[src/rtl/svf_multichannel.sv]
// svf_multichannel: time-multiplexed state-variable filter (HP/LP/BP/notch) over CHANNELS channels.
// Ports: clk, rst (async, active high), sample_clk (frame strobe), in/F/Q1 (packed per channel),
// out_highpass/out_lowpass/out_bandpass/out_notch (clamped, packed like in),
// busy, done (one-cycle), sat (valid with done), overrun (sticky).
module svf_multichannel #(
  parameter int BITSIZE  = 16,
  parameter int CHANNELS = 4
) (
  input  logic                         clk,
  input  logic                         rst,
  input  logic                         sample_clk,
  input  logic [CHANNELS*BITSIZE-1:0]  in,
  input  logic [CHANNELS*20-1:0]       F,
  input  logic [CHANNELS*20-1:0]       Q1,
  output logic [CHANNELS*BITSIZE-1:0]  out_highpass,
  output logic [CHANNELS*BITSIZE-1:0]  out_lowpass,
  output logic [CHANNELS*BITSIZE-1:0]  out_bandpass,
  output logic [CHANNELS*BITSIZE-1:0]  out_notch,
  output logic                         busy,
  output logic                         done,
  output logic                         sat,
  output logic                         overrun
);
  localparam int W  = BITSIZE + 3;
  localparam int CW = CHANNELS > 1 ? $clog2(CHANNELS) : 1;
  typedef enum logic [1:0] {IDLE, MQ, MFB, MFH} state_t;
  state_t state_q, state_d;
  logic [CW-1:0] ch_q, ch_d;
  logic prev_q, busy_q, busy_d, done_q, done_d, sat_q, sat_d, overrun_q, overrun_d, start;
  logic signed [W-1:0] lp_q[CHANNELS], lp_d[CHANNELS], bp_q[CHANNELS], bp_d[CHANNELS];
  logic signed [W-1:0] hp_q[CHANNELS], hp_d[CHANNELS], nt_q[CHANNELS], nt_d[CHANNELS];
  logic signed [W-1:0] qb_q, qb_d, p16, p19;
  logic signed [BITSIZE-1:0] in_q[CHANNELS], in_d[CHANNELS];
  logic signed [19:0] f_q[CHANNELS], f_d[CHANNELS], q_q[CHANNELS], q_d[CHANNELS];
  logic signed [19:0] mul_a, mul_b;
  logic [CHANNELS*BITSIZE-1:0] hp_o_q, hp_o_d, lp_o_q, lp_o_d, bp_o_q, bp_o_d, nt_o_q, nt_o_d;
  // A value fits the output width when its top four bits are all equal.
  function automatic logic ovf(input logic signed [W-1:0] v);
    return !(&v[W-1:BITSIZE-1] || ~|v[W-1:BITSIZE-1]);
  endfunction
  function automatic logic [BITSIZE-1:0] clamp(input logic signed [W-1:0] v);
    return ovf(v) ? (v[W-1] ? {1'b1, {(BITSIZE-1){1'b0}}} : {1'b0, {(BITSIZE-1){1'b1}}}) : v[BITSIZE-1:0];
  endfunction
  always_comb begin
    state_d = state_q;
    ch_d = ch_q;
    done_d = 1'b0;
    sat_d = sat_q;
    lp_d = lp_q;
    bp_d = bp_q;
    hp_d = hp_q;
    nt_d = nt_q;
    qb_d = qb_q;
    in_d = in_q;
    f_d = f_q;
    q_d = q_q;
    hp_o_d = hp_o_q;
    lp_o_d = lp_o_q;
    bp_o_d = bp_o_q;
    nt_o_d = nt_o_q;
    start = !prev_q && sample_clk && !busy_q;
    overrun_d = overrun_q || (!prev_q && sample_clk && busy_q);
    // Single shared multiplier: MQ uses bp*Q1, MFB uses bp*F, MFH uses hp*F.
    mul_a = state_q == MFH ? 20'(hp_q[ch_q]) : 20'(bp_q[ch_q]);
    mul_b = state_q == MQ ? q_q[ch_q] : f_q[ch_q];
    p16 = W'((40'(mul_a) * 40'(mul_b)) >>> 16);
    p19 = W'((40'(mul_a) * 40'(mul_b)) >>> 19);
    if (start) begin
      for (int c = 0; c < CHANNELS; c++) begin
        in_d[c] = in[c*BITSIZE +: BITSIZE];
        f_d[c] = F[c*20 +: 20];
        q_d[c] = Q1[c*20 +: 20];
      end
      state_d = MQ;
      ch_d = '0;
    end else if (state_q == MQ) begin
      qb_d = p16;
      state_d = MFB;
    end else if (state_q == MFB) begin
      lp_d[ch_q] = lp_q[ch_q] + p19;
      hp_d[ch_q] = W'(in_q[ch_q]) - lp_d[ch_q] - qb_q;
      state_d = MFH;
    end else if (state_q == MFH) begin
      bp_d[ch_q] = bp_q[ch_q] + p19;
      nt_d[ch_q] = hp_q[ch_q] + lp_q[ch_q];
      done_d = ch_q == CW'(CHANNELS - 1);
      state_d = done_d ? IDLE : MQ;
      ch_d = done_d ? ch_q : ch_q + CW'(1);
    end
    // Outputs are taken from the next-state values so the last channel lands in the same update.
    if (done_d) begin
      sat_d = 1'b0;
      for (int c = 0; c < CHANNELS; c++) begin
        hp_o_d[c*BITSIZE +: BITSIZE] = clamp(hp_d[c]);
        lp_o_d[c*BITSIZE +: BITSIZE] = clamp(lp_d[c]);
        bp_o_d[c*BITSIZE +: BITSIZE] = clamp(bp_d[c]);
        nt_o_d[c*BITSIZE +: BITSIZE] = clamp(nt_d[c]);
        sat_d = sat_d | ovf(hp_d[c]) | ovf(lp_d[c]) | ovf(bp_d[c]) | ovf(nt_d[c]);
      end
    end
    // busy stays high through the done cycle so an edge there counts as overrun.
    busy_d = state_d != IDLE || done_d;
  end
  always_ff @(posedge clk or posedge rst) begin
    if (rst) begin
      state_q <= IDLE;
      ch_q <= '0;
      prev_q <= 1'b1;
      busy_q <= 1'b0;
      done_q <= 1'b0;
      sat_q <= 1'b0;
      overrun_q <= 1'b0;
      qb_q <= '0;
      for (int c = 0; c < CHANNELS; c++) begin
        lp_q[c] <= '0;
        bp_q[c] <= '0;
        hp_q[c] <= '0;
        nt_q[c] <= '0;
        in_q[c] <= '0;
        f_q[c] <= '0;
        q_q[c] <= '0;
      end
      hp_o_q <= '0;
      lp_o_q <= '0;
      bp_o_q <= '0;
      nt_o_q <= '0;
    end else begin
      state_q <= state_d;
      ch_q <= ch_d;
      prev_q <= sample_clk;
      busy_q <= busy_d;
      done_q <= done_d;
      sat_q <= sat_d;
      overrun_q <= overrun_d;
      qb_q <= qb_d;
      lp_q <= lp_d;
      bp_q <= bp_d;
      hp_q <= hp_d;
      nt_q <= nt_d;
      in_q <= in_d;
      f_q <= f_d;
      q_q <= q_d;
      hp_o_q <= hp_o_d;
      lp_o_q <= lp_o_d;
      bp_o_q <= bp_o_d;
      nt_o_q <= nt_o_d;
    end
  end
  assign out_highpass = hp_o_q;
  assign out_lowpass = lp_o_q;
  assign out_bandpass = bp_o_q;
  assign out_notch = nt_o_q;
  assign busy = busy_q;
  assign done = done_q;
  assign sat = sat_q;
  assign overrun = overrun_q;
endmodule

[config.mk]
export PLATFORM = sky130hd
export DESIGN_NAME = svf_multichannel
export DESIGN_NICKNAME = d
export VERILOG_FILES = /design/src/rtl/svf_multichannel.sv
export SDC_FILE = /design/constraint.sdc
export NUM_CORES = 2
export LEC_CHECK = 0
export ABC_AREA = 1
export BUFFER_PORTS_ARGS = -buffer_cell sky130_fd_sc_hd__clkbuf_2
export CAP_MARGIN = 20
export CORE_MARGIN = 2
export CORE_UTILIZATION = 66
export DETAILED_ROUTE_END_ITERATION = 10
export PLACE_DENSITY = 0.94
export SKIP_CTS_REPAIR_TIMING = 1
export SYNTH_ARGS = -nofsm -noshare
export SYNTH_HDL_FRONTEND = slang
export SYNTH_SLANG_ARGS = --single-unit
[constraint.sdc]
create_clock -name clk -period 34.1 [get_ports clk]
set_input_delay 0 -clock clk [delete_from_list [all_inputs] [get_ports clk]]
set_output_delay 0 -clock clk [all_outputs]
set_load 0.05 [all_outputs]
==> results of run 1 <==
==> metrics by stage <==
stage                     instances  worst slack [ns]
after CTS                      8426             17.98
after detailed placement       8272             18.16
after floorplan                6951             11.30
after global placement         8271             18.44
==> per-layer routing <==
layer / GRT overflow / GRT usage [%]
met4: 19 / 42.33
met2: 37 / 75.64
met5: 0 / 8.508
met1: 2 / 63.09
met3: 0 / 28.88
==> cell families after synthesis <==
family                     after synthesis  share of synthesized area (%)
AOI/OAI and AO/OA                     1268                          12.44
xor gates and xnor gates                85                          1.389
adders and majority gates              587                          18.95
buffers and inverters                 1374                          9.600
DFF                                    812                          36.81
muxes                                   32                         0.5824
and+or+nand+nor                       2793                          20.24
==> results by group, run 1 <==
Synth
  – Top cell type's share of synthesized area: 36.76%
  – Yosys Warn Count: 0
  – Post-synth ARST share: between 90% and 100%
  – Post-synth EDFFs: 0
  – Sequential share of the synthesized area: 36.81%
  – Leading area contributor after synthesis: dfrtp_1
  – Most common cell in the netlist: nand2_1
  – Mapped cell area: ~0.055 mm^2
  – Mapped Cells: 6951
  – Top_reg_cell synth: dfrtp_1
  – Synth area leaders: dfrtp_1, fa_1, nand2_1
  – Synthesized Nets: 7765
  – Avg Synthesized Cell Area: ~8 um^2
  – FF+latch count, synth: just over 800
  – Synth cell count leaders: nand2_1, inv_1, dfrtp_1
  – Synth cell types: 63

Placement
  – DP Area: 0.05833 mm^2
  – HPWL Detailed: approximately 140000 um
  – GP Congestion: 1.030
  – Port bufs: around 490

Die
  – Std cell rows: roughly 110
  – I/O pins: between 400 and 500
  – Chip width: 293.2 um
  – Die Y: between 200 and 300 um
  – Starting Density: 66.29%

Global route
  – GRT Overall Usage: 54.72%
  – Pin count of the biggest net entering global routing: 206
  – Grt total ovfl: 58

Clock network
  – Num CTS Buffers: 85
  – H-tree depth: 3
  – Root Buffer: clkbuf_16
  – Clock tree buffer depth: 3
  – Clock Sinks: 812

Run status
  – Last stage reached: global routing
  – First error: [ERROR GRT-0232] Routing congestion too high. Check the congestion heatmap in the GUI.
  – Status: stopped before the end
==> run 2, diff against run 1 <==
CORE_UTILIZATION = 40   (was 66)
PLACE_DENSITY = not set   (was 0.94)
PLACE_DENSITY_LB_ADDON = 0.15   (was not set)
==> results by group, run 2 <==
Worst setup path
  – Critical Path RT: 34.70 ns
  – Family with the most delay on the worst path: adder cells
  – Launching point of the worst reg2reg path: ch_q[0]
  – Arr. time, crit path: between 15 and 20 ns
  – R2R Setup Slk: 18.40 ns
  – Critical-path top delay cell: xor2_1
  – Crit path max fanout: 62
  – Worst Setup End Kind: flip-flop
  – Reg2Reg Depth: between 60 and 70
  – Slowest stage delay, CP: 0.76 ns
  – Worst setup SP type: flip-flop
  – Crit Path Class: flip-flop to flip-flop
  – CP bufs+invs: 14
  – CP most frequent cell: inv_1
  – Worst R2R End: sat

Synth
  – Top cell type's share of synthesized area: 36.76%
  – Most common cell in the netlist: nand2_1
  – Synth area leaders: dfrtp_1, fa_1, nand2_1
  – Post-synth EDFFs: 0
  – Top_reg_cell synth: dfrtp_1
  – Post-synth ARST share: 100.0%
  – Synthesized Nets: 7765
  – Synth cell count leaders: nand2_1, inv_1, dfrtp_1
  – Yosys Warn Count: 0
  – Leading area contributor after synthesis: dfrtp_1
  – FF+latch count, synth: 812
  – Avg Synthesized Cell Area: 7.943 um^2
  – Sequential share of the synthesized area: a little under two fifths
  – Mapped Cells: 6951
  – Synth cell types: 63
  – Mapped cell area: between 0.05 and 0.06 mm^2

Detailed routing
  – Vias/cell: between 5 and 6
  – Vias: 49.13k
  – Post-route ant nets: 0
  – Met2 WL post-DR: 94960 um
  – Initial DRC Count: 4105
  – Remaining DRCs: 0
  – DR WL met3: 12890 um
  – Drt first pass iters: 6
  – DRT Wirelength: 202400 um
  – Top layer in use: met5
  – Drt wl/cell: approximately 22 um
  – Met1 WL: ~85000 um

Clock network
  – Worst skew pair latency: 0.73 ns
  – CTS tree: done
  – Clk pin slew, worst setup/hold paths: roughly 0.06 ns
  – H-tree depth: 3
  – Num CTS Buffers: 93
  – Root Buffer: clkbuf_16
  – Clock Sinks: 812
  – Clock tree buffer depth: 3

Die
  – Std cell rows: 136
  – Die area: around 0.14 mm^2
  – Core ar.: 0.1373 mm^2
  – Die Y: 375.5 um
  – Starting Density: between 40% and 50%
  – I/O pins: around 490
  – Chip width: 375.5 um

Final layout
  – Number of nets in the layout: 8340
  – FILL cells: 13.53k
  – Layout cells sized above 1: roughly 12%
  – Largest regs: f_q: 80 flops, q_q: 80 flops
  – Most common cell after layout, fill and taps aside: nand2_1
  – Area Growth Syn to Fin: 17.33%
  – Commonest non-fill, non-tap cells in the layout: nand2_1, inv_1, dfrtp_1

Placement
  – Port bufs: 486
  – GP Congestion: about 0.96
  – HPWL Detailed: 150900 um

Run
  – Number of max-cap violations: 0

Timing
  – Setup Viol. Count Final: 0
  – Period utilization: 46.05%
  – Final-report hold violation count: 0
  – Max Slew Vio Count: 0
  – Unrepaired setup endpoints after global routing: no
  – Final critical-path required period: around 16 ns
  – Slew headroom: 28.06%
  – Clock skew: 0.06222 ns
  – Max Freq: 63.68 MHz
  – Setup TNS: 0 ns
  – Pin slew with the least headroom to its limit: 1.079 ns

Worst hold path
  – Hold Path Sink: f_q[29]
  – Hold path start: F[49]
  – Hold WC Path Type: input pin to flip-flop
  – Worst hold path depth: 4

Global route
  – GRT Overall Usage: 28.30%
  – Grt total ovfl: 0
  – First-pass GRT wire length: 302700 um
  – Initial antenna violation count: 11
  – Vias in the first global route: 48.37k
  – Pin count of the biggest net entering global routing: 149

Run status
  – Status: finished clean
run 2: how the worst max path moves through the flow:
stage	to	slack, ns	cells after the start	start
5_1_grt	sat	17.44	70	ch_q[0]
2_1_floorplan	bp_q[0]	11.30	1	rst
4_1_cts	sat	18.65	66	ch_q[0]
3_5_place_dp	sat	18.72	66	ch_q[0]
6_report	sat	18.40	66	ch_q[0]
3_3_place_gp	sat	18.76	63	ch_q[1]
run 2: cells by family after synthesis:
group | share of synthesized area, %
buffers and inverters | 9.600
AO/OA/AOI/OAI | 12.44
multiplexers | 0.5824
XOR/XNOR | 1.389
flip-flops | 36.81
adder cells (fa/ha/maj) | 18.95
AND/OR/NAND/NOR | 20.24
run 2: metrics by stage:
stage | instance area, um^2 | utilization, % | setup WS (ns) | hold WS (ns) | cells
2_1_floorplan | 55210 | - | 11.30 | 0.004478 | 6951
3_3_place_gp | 59240 | 43.14 | 18.76 | 0.1128 | 8986
3_5_place_dp | 59300 | 43.18 | 18.72 | 0.1155 | 8994
6_report | 64780 | 47.17 | 18.40 | 0.03227 | 9396
4_1_cts | 62440 | 45.47 | 18.65 | -0.6456 | 9160
5_1_grt | 64780 | 47.17 | 17.44 | 0.04571 | 9394
run 2: layout make-up:
class / instances / area (um^2) / share of cell area, %
multi-input combinational: 4765 / 29640 / 45.76
antenna: 5 / 12.51 / 0.01931
timing repair buffer: 808 / 5463 / 8.433
clock buffer: 135 / 2716 / 4.193
clock inverter: 31 / 426.7 / 0.6586
tap: 1794 / 2245 / 3.465
inverter: 1046 / 3948 / 6.094
sequential: 812 / 20330 / 31.38
run 2: routing by layer:
| layer | global-route usage (%) | vias to the layer above |
|---|---|---|
| met5 | 0 | - |
| met3 | 4.282 | 457 |
| met4 | 10.80 | 6 |
| met1 | 37.87 | 24030 |
| li1 | - | 22800 |
| met2 | 46.33 | 1840 |
run 2: worst register-to-register path: cells and delay by family, from the launching register on:
kind	cells	cell delay, ns
adders and majority gates	11	4.67
buffers and inverters	14	2.99
DFF	1	0.70
and+or+nand+nor	22	2.94
xor gates and xnor gates	3	1.57
AOI/OAI and AO/OA	16	2.70
Power of run 2 is left out: the tool's default activity adds up to more than one toggle a clock period on the data nets, which glitch-free logic cannot reach.
